[config.mk]
export PLATFORM = sky130hd
export DESIGN_NAME = servo_motion_sequencer
export DESIGN_NICKNAME = d
export VERILOG_FILES = /design/src/rtl/servo_pkg.sv /design/src/rtl/servo_frame_timer.sv /design/src/rtl/servo_motion_sequencer.sv
export SDC_FILE = /design/constraint.sdc
export NUM_CORES = 1
export LEC_CHECK = 0
export CAP_MARGIN = 20
export CELL_PAD_IN_SITES_DETAIL_PLACEMENT = 0
export CELL_PAD_IN_SITES_GLOBAL_PLACEMENT = 1
export CORE_UTILIZATION = 48
export CTS_CLUSTER_DIAMETER = 40
export DETAILED_ROUTE_END_ITERATION = 12
export GPL_TIMING_DRIVEN = 0
export PLACE_DENSITY = 0.91
export RECOVER_POWER = 100
export SLEW_MARGIN = 10
export SYNTH_ARGS = -nofsm -noshare
export SYNTH_HDL_FRONTEND = slang
export SYNTH_HIERARCHICAL = 1
export SYNTH_SLANG_ARGS = --single-unit
[constraint.sdc]
create_clock -name Main_clock -period 19.24 [get_ports Main_clock]
set_clock_uncertainty 0.05 [all_clocks]
set_input_delay 3.848 -clock Main_clock [delete_from_list [all_inputs] [get_ports Main_clock]]
set_output_delay 3.848 -clock Main_clock [all_outputs]
set_load 0.03 [all_outputs]
[src/rtl/servo_pkg.sv]
// Shared constants, types and helpers for the servo motion sequencer.
// SERVO_SEQ_WDOG_EN adds the FAULT state used by the command watchdog.
package servo_pkg;

    localparam int unsigned CENTER_US        = 1500;
    localparam int unsigned DEF_CLK_PER_US   = 50;
    localparam int unsigned DEF_FRAME_US     = 20000;
    localparam int unsigned DEF_MIN_US       = 500;
    localparam int unsigned DEF_MAX_US       = 2500;
    localparam int unsigned DEF_STEP_US      = 10;
    localparam int unsigned DEF_WDOG_FRAMES  = 50;

    typedef logic [15:0] us_t;

`ifdef SERVO_SEQ_WDOG_EN
    typedef enum logic [1:0] {ST_IDLE = 2'd0, ST_RAMP = 2'd1, ST_FAULT = 2'd2} state_t;
`else
    typedef enum logic [1:0] {ST_IDLE = 2'd0, ST_RAMP = 2'd1} state_t;
`endif

    // Move cur toward tgt by at most step; never overshoots.
    function automatic us_t step_toward(input us_t cur, input us_t tgt, input us_t step);
        us_t res;
        res = cur;
        if (tgt > cur) begin
            res = ((tgt - cur) > step) ? (cur + step) : tgt;
        end else if (cur > tgt) begin
            res = ((cur - tgt) > step) ? (cur - step) : tgt;
        end
        return res;
    endfunction

endpackage

[src/rtl/servo_frame_timer.sv]
// Frame counter 0..FRAME_TICKS-1 with a frame_start strobe at count 0.
// Disabling holds the counter at 0 so the first enabled cycle starts a frame.
module servo_frame_timer #(
    parameter int unsigned FRAME_TICKS = 1000000
) (
    input  logic clk_sys,
    input  logic rst_b,
    input  logic enable,
    output logic frame_start
);

    logic [31:0] count;

    always_ff @(posedge clk_sys or negedge rst_b) begin
        if (!rst_b) begin
            count <= '0;
        end else if (!enable) begin
            count <= '0;
        end else if (count == 32'(FRAME_TICKS - 1)) begin
            count <= '0;
        end else begin
            count <= count + 32'd1;
        end
    end

    assign frame_start = rst_b && enable && (count == '0);

endmodule

[src/rtl/servo_motion_sequencer.sv]
// Frame-synchronous servo position slewing with a one-deep command buffer.
// Define SERVO_SEQ_WDOG_EN to add the no-command watchdog (fault output).
//
// state    | meaning
// ST_IDLE  | commanded width equals target
// ST_RAMP  | stepping toward target once per frame
// ST_FAULT | watchdog expired, ramping to center until a new command
module servo_motion_sequencer
    import servo_pkg::*;
#(
    parameter int unsigned CLK_PER_US = DEF_CLK_PER_US,
    parameter int unsigned FRAME_US   = DEF_FRAME_US,
    parameter int unsigned MIN_US     = DEF_MIN_US,
    parameter int unsigned MAX_US     = DEF_MAX_US,
    parameter int unsigned STEP_US    = DEF_STEP_US
`ifdef SERVO_SEQ_WDOG_EN
    ,
    parameter int unsigned WDOG_FRAMES = DEF_WDOG_FRAMES
`endif
) (
    input  logic        Main_clock,
    input  logic        reset,
    input  logic        enable,
    input  logic        cmd_valid,
    output logic        cmd_ready,
    input  logic [15:0] cmd_pos_us,
    output logic [31:0] on_ticks,
    output logic [31:0] cycle_ticks,
    output logic        frame_start,
    output logic        busy,
    output logic        at_target,
    output logic        clamped,
    output logic        fault
);

    localparam int unsigned FRAME_TICKS  = FRAME_US * CLK_PER_US;
    localparam us_t         MIN_V        = us_t'(MIN_US);
    localparam us_t         MAX_V        = us_t'(MAX_US);
    localparam us_t         STEP_V       = us_t'(STEP_US);
    localparam us_t         CENTER_V     = us_t'(CENTER_US);
    localparam logic [31:0] CENTER_TICKS = 32'(CENTER_US * CLK_PER_US);

    state_t      state_q, state_d;
    us_t         cur_q, cur_d;
    us_t         tgt_q, tgt_d;
    us_t         pend_q, pend_d;
    logic        pend_vld_q, pend_vld_d;
    logic        clamped_q, clamped_d;
    logic [31:0] on_ticks_q, on_ticks_d;
    logic        accept;
    logic        cmd_lo, cmd_hi;
    us_t         cmd_sat;

`ifdef SERVO_SEQ_WDOG_EN
    logic [15:0] wdog_q, wdog_d;
    logic        fault_q, fault_d;
`endif

    servo_frame_timer #(
        .FRAME_TICKS(FRAME_TICKS)
    ) u_frame_timer (
        .clk_sys    (Main_clock),
        .rst_b      (reset),
        .enable     (enable),
        .frame_start(frame_start)
    );

    assign accept  = cmd_valid && !pend_vld_q;
    assign cmd_lo  = cmd_pos_us < MIN_V;
    assign cmd_hi  = cmd_pos_us > MAX_V;
    assign cmd_sat = cmd_lo ? MIN_V : (cmd_hi ? MAX_V : cmd_pos_us);

    always_comb begin
        state_d    = state_q;
        cur_d      = cur_q;
        tgt_d      = tgt_q;
        pend_d     = pend_q;
        pend_vld_d = pend_vld_q;
        clamped_d  = clamped_q;
        on_ticks_d = on_ticks_q;
`ifdef SERVO_SEQ_WDOG_EN
        wdog_d     = wdog_q;
        fault_d    = fault_q;
`endif

        if (accept) begin
            pend_d     = cmd_sat;
            pend_vld_d = 1'b1;
            clamped_d  = cmd_lo || cmd_hi;
        end

        // The step uses the target held before this frame's load, so a new
        // target first moves the output one frame after it is loaded.
        if (frame_start) begin
            cur_d      = step_toward(cur_q, tgt_q, STEP_V);
            on_ticks_d = 32'(cur_d) * 32'(CLK_PER_US);
            if (pend_vld_q) begin
                tgt_d      = pend_q;
                pend_vld_d = 1'b0;
            end
            state_d = (cur_d == tgt_d) ? ST_IDLE : ST_RAMP;
        end

`ifdef SERVO_SEQ_WDOG_EN
        if (frame_start && !fault_q && !accept) begin
            if (wdog_q == 16'(WDOG_FRAMES - 1)) begin
                fault_d = 1'b1;
                tgt_d   = CENTER_V;
            end else begin
                wdog_d = wdog_q + 16'd1;
            end
        end
        if (fault_d) begin
            state_d = ST_FAULT;
        end
        if (accept) begin
            wdog_d  = '0;
            fault_d = 1'b0;
            state_d = (cur_d == tgt_d) ? ST_IDLE : ST_RAMP;
        end
`endif
    end

    always_ff @(posedge Main_clock or negedge reset) begin
        if (!reset) begin
            state_q    <= ST_IDLE;
            cur_q      <= CENTER_V;
            tgt_q      <= CENTER_V;
            pend_q     <= CENTER_V;
            pend_vld_q <= 1'b0;
            clamped_q  <= 1'b0;
            on_ticks_q <= CENTER_TICKS;
        end else begin
            state_q    <= state_d;
            cur_q      <= cur_d;
            tgt_q      <= tgt_d;
            pend_q     <= pend_d;
            pend_vld_q <= pend_vld_d;
            clamped_q  <= clamped_d;
            on_ticks_q <= on_ticks_d;
        end
    end

`ifdef SERVO_SEQ_WDOG_EN
    always_ff @(posedge Main_clock or negedge reset) begin
        if (!reset) begin
            wdog_q  <= '0;
            fault_q <= 1'b0;
        end else begin
            wdog_q  <= wdog_d;
            fault_q <= fault_d;
        end
    end

    assign fault = fault_q;
`else
    assign fault = 1'b0;
`endif

    assign cmd_ready   = !pend_vld_q;
    assign on_ticks    = on_ticks_q;
    assign cycle_ticks = 32'(FRAME_TICKS);
    assign busy        = (state_q == ST_RAMP) || pend_vld_q;
    assign at_target   = (cur_q == tgt_q) && !pend_vld_q;
    assign clamped     = clamped_q;

endmodule
==> reports/qor.log <==
INFO  placed_design  globalplace.congestion=0.9953
INFO  timing         hold_viol=0
INFO  placed_design  numPortBuffers=45
INFO  synth          dominantRegCellSynth=sky130_fd_sc_hd__dfrtp_1
INFO  clock_network  post-cts-setup-buffers=0
INFO  synth          synthMostInstantiatedCell=sky130_fd_sc_hd__inv_1
INFO  synth          synth-seq-cells=101
INFO  placed_design  dpl-instance-area=0.01104sqmm
INFO  clock_network  clkSinkCount=101
INFO  critical_path  r2r-end=on_ticks[20]
INFO  detailed_routing detail-route-antenna-nets=0
INFO  clock_network  worst_skew_pair_latency=360ps
INFO  floorplanning  die_area=0.02156sqmm
INFO  global_route   grt_start_max_net_pins=85
INFO  synth          synth_top_area_cell=sky130_fd_sc_hd__dfrtp_1
INFO  floorplanning  fp.dieW=146.8um
INFO  clock_network  clkSlewWorstSetupHoldPaths=70ps
INFO  run            drv.max_cap_violation_count=1
INFO  detailed_routing routed-via-count=9525
INFO  clock_network  post_cts_sizing_count=0
INFO  timing         fmax=75.45MHz
INFO  synth          number_of_synthesized_flops_with_an_enable_pin=0
INFO  timing         worst_slew_pin_slew=4448ps
INFO  synth          synth_warnings=6
INFO  synth          synth.top_cell.area_share=18.14%
INFO  finish         final_layout_size_suffix_gt1_share=12.98%
INFO  detailed_routing post_drt_wl_per_cell=18.84um
INFO  floorplanning  floorplan.die.height=146.8um
INFO  hold_path      min_to=on_ticks[18]
INFO  clock_network  cts-htree-levels=3
INFO  run_status     violations=max-capacitance violations, max-slew violations
INFO  critical_path  reg2reg_from=cur_q[7]
INFO  critical_path  worst_case_register_to_register_setup_slack=9960ps
INFO  synth          postSynthCellCount=1229
INFO  synth          commonest_cells_post_synth=sky130_fd_sc_hd__inv_1 (113), sky130_fd_sc_hd__nand2_1 (88), sky130_fd_sc_hd__ha_1 (87)
INFO  detailed_routing route.detailed.vias_per_inst=5.942
INFO  placed_design  place_hpwl=23.39mm
INFO  synth          synthesis.area=0.01007sqmm
INFO  timing         max_slew_margin=-196.5%
INFO  finish         layout.nets=1448
INFO  global_route   first_global_vias=8918
INFO  critical_path  worstPathArrival=9360ps
INFO  synth          async_flop_share=100.0%
INFO  clock_network  cts-buffers-inserted=9
INFO  synth          main_area_contributors_after_synthesis=sky130_fd_sc_hd__dfrtp_1 (18%), sky130_fd_sc_hd__ha_1 (11%), sky130_fd_sc_hd__dfstp_2 (7.3%)
INFO  detailed_routing starting_drc_count_in_detailed_routing=697
INFO  timing         fin_worst_hold_slack=421.9ps
INFO  synth          netlist-cell-type-count=89
INFO  detailed_routing drc=0
INFO  floorplanning  boundaryPins=90
INFO  run_status     outcome=finished with violations
INFO  timing         fin_crit_period=13250ps
INFO  floorplanning  floorplan.rows=52
INFO  synth          ys_seq_area_share=25.45%
INFO  finish         ant_diodes=0
INFO  clock_network  cts_tree=built
INFO  critical_path  kind_of_end_point_of_the_critical_path=output port
INFO  hold_path      hold_path_cells=2
INFO  clock_network  postCtsHoldBufs=0
INFO  finish         layout.cell_area.non_filler=0.01130sqmm
INFO  critical_path  critPathRequiredTime=15340ps
INFO  global_route   grt.overflow.total=0
INFO  critical_path  r2r_cells=32
INFO  floorplanning  floorplan_core_area=0.02043sqmm
INFO  timing         rsz0062_at_grt=false
INFO  floorplanning  initial_core_util=49.29%
INFO  finish         areaGrowthSynthToFinish=12.21%
INFO  timing         setup_viol=0
INFO  detailed_routing finalWirelength=30.20mm
INFO  hold_path      holdCritStartpoint=on_ticks[18]
INFO  global_route   grt_pass1_wl=47.91mm
INFO  synth          postSynthAreaPerCell=8.193squm
INFO  global_route   global_route.usage.total=28.22%
INFO  critical_path  type_of_origin_of_the_critical_path=input pin
INFO  critical_path  worst-path-max-fanout=84
INFO  hold_path      min-delay-path-class=reg -> reg
INFO  clock_network  cts_root_buf=sky130_fd_sc_hd__clkbuf_16
INFO  timing         setup-tns-final=0ps
INFO  clock_network  cts.path.max_buffers=2
INFO  timing         fin_crit_sh=68.89%
INFO  detailed_routing pre_repair_dr_iteration_count=5
INFO  timing         finalMaxSlewViolations=85
INFO  global_route   initial_antenna_violation_count=0
INFO  critical_path  criticalPathCategory=in -> out
==> registers in the layout (all words and copies together), names as in the netlist <==
register and flops:
state_q 1, tgt_q 16, u_frame_timer/count 32, pend_q 16, pend_vld_q 1, clamped 1, on_ticks 18, cur_q 16
==> metrics by stage <==
| step | cells | utilization [%] | setup WS (ps) |
|---|---|---|---|
| after detailed placement | 1587 | 54.06 | 9620 |
| after global routing | 1603 | 55.31 | 4938 |
| after CTS | 1603 | 55.51 | 9590 |
| final | 1603 | 55.31 | 5986 |
| after floorplan | 1271 | - | 10450 |
| after global placement | 1586 | 53.92 | 5994 |
==> cell type report <==
| type | instances | area, sq um |
|---|---|---|
| fillers | 1999 | 9130 |
| well taps | 270 | 337.8 |
| multi-input cells | 946 | 6578 |
| clock buffers | 10 | 239.0 |
| plain buffers | 109 | 645.6 |
| inverters | 115 | 431.7 |
| clock inverters | 6 | 57.56 |
| repair buffers | 46 | 447.9 |
| flip-flops and latches | 101 | 2562 |
==> cells by family (layout without fill, tap and decap cells) <==
| logic type | count (synthesis) | in the layout | share of synthesized area, % |
|---|---|---|---|
| flops | 101 | 101 | 25.45 |
| fa+ha+maj | 100 | 100 | 13.39 |
| other cells | 2 | 44 | 0.07458 |
| xor+xnor | 48 | 48 | 4.175 |
| mux | 35 | 35 | 3.765 |
| buf+inv | 224 | 286 | 10.76 |
| simple gates | 386 | 386 | 20.29 |
| compound gates | 333 | 333 | 22.09 |
==> cells in the final DEF, fill, tap and decap left out, types with 25 or more instances in the layout <==
master | netlist | final
sky130_fd_sc_hd__inv_1 | 113 | 113
sky130_fd_sc_hd__nand2_1 | 88 | 88
sky130_fd_sc_hd__ha_1 | 87 | 87
sky130_fd_sc_hd__a21oi_1 | 84 | 85
sky130_fd_sc_hd__nor2_1 | 78 | 78
sky130_fd_sc_hd__o21ai_0 | 77 | 77
sky130_fd_sc_hd__dfrtp_1 | 73 | 73
sky130_fd_sc_hd__buf_4 | 52 | 51
sky130_fd_sc_hd__conb_1 | 2 | 44
sky130_fd_sc_hd__clkbuf_1 | 32 | 38
sky130_fd_sc_hd__xnor2_1 | 35 | 35
sky130_fd_sc_hd__nand3_1 | 34 | 34
sky130_fd_sc_hd__nor3_1 | 33 | 33
sky130_fd_sc_hd__dlygate4sd3_1 | 0 | 29
sky130_fd_sc_hd__dfstp_2 | 28 | 28
sky130_fd_sc_hd__nand4_1 | 25 | 25
==> layer usage <==
layer	vias to the layer above	global-route usage (%)	routed length, um
met2	359	45.47	13720
met1	4517	37.25	13130
met3	81	4.534	1993
li1	4568	-	-
met4	0	12.60	1358
met5	-	0	0
==> worst max-delay path: stages <==
cell and delay (ps):
sky130_fd_sc_hd__clkbuf_1 810, sky130_fd_sc_hd__clkbuf_1 3180, sky130_fd_sc_hd__nand4_1 200, sky130_fd_sc_hd__nor4_1 450, sky130_fd_sc_hd__dlygate4sd3_1 810
==> worst max-delay path by stage <==
stage          startpoint           to  cells after the start
2_1_floorplan       reset  frame_start                      2
3_3_place_gp        reset  frame_start                      4
3_5_place_dp        reset  frame_start                      5
4_1_cts             reset  frame_start                      5
5_1_grt             reset  frame_start                      5
6_report            reset  frame_start                      5
Power is not shown: default switching activity piles up to over one toggle a cycle in this logic, so the estimate is an artifact.
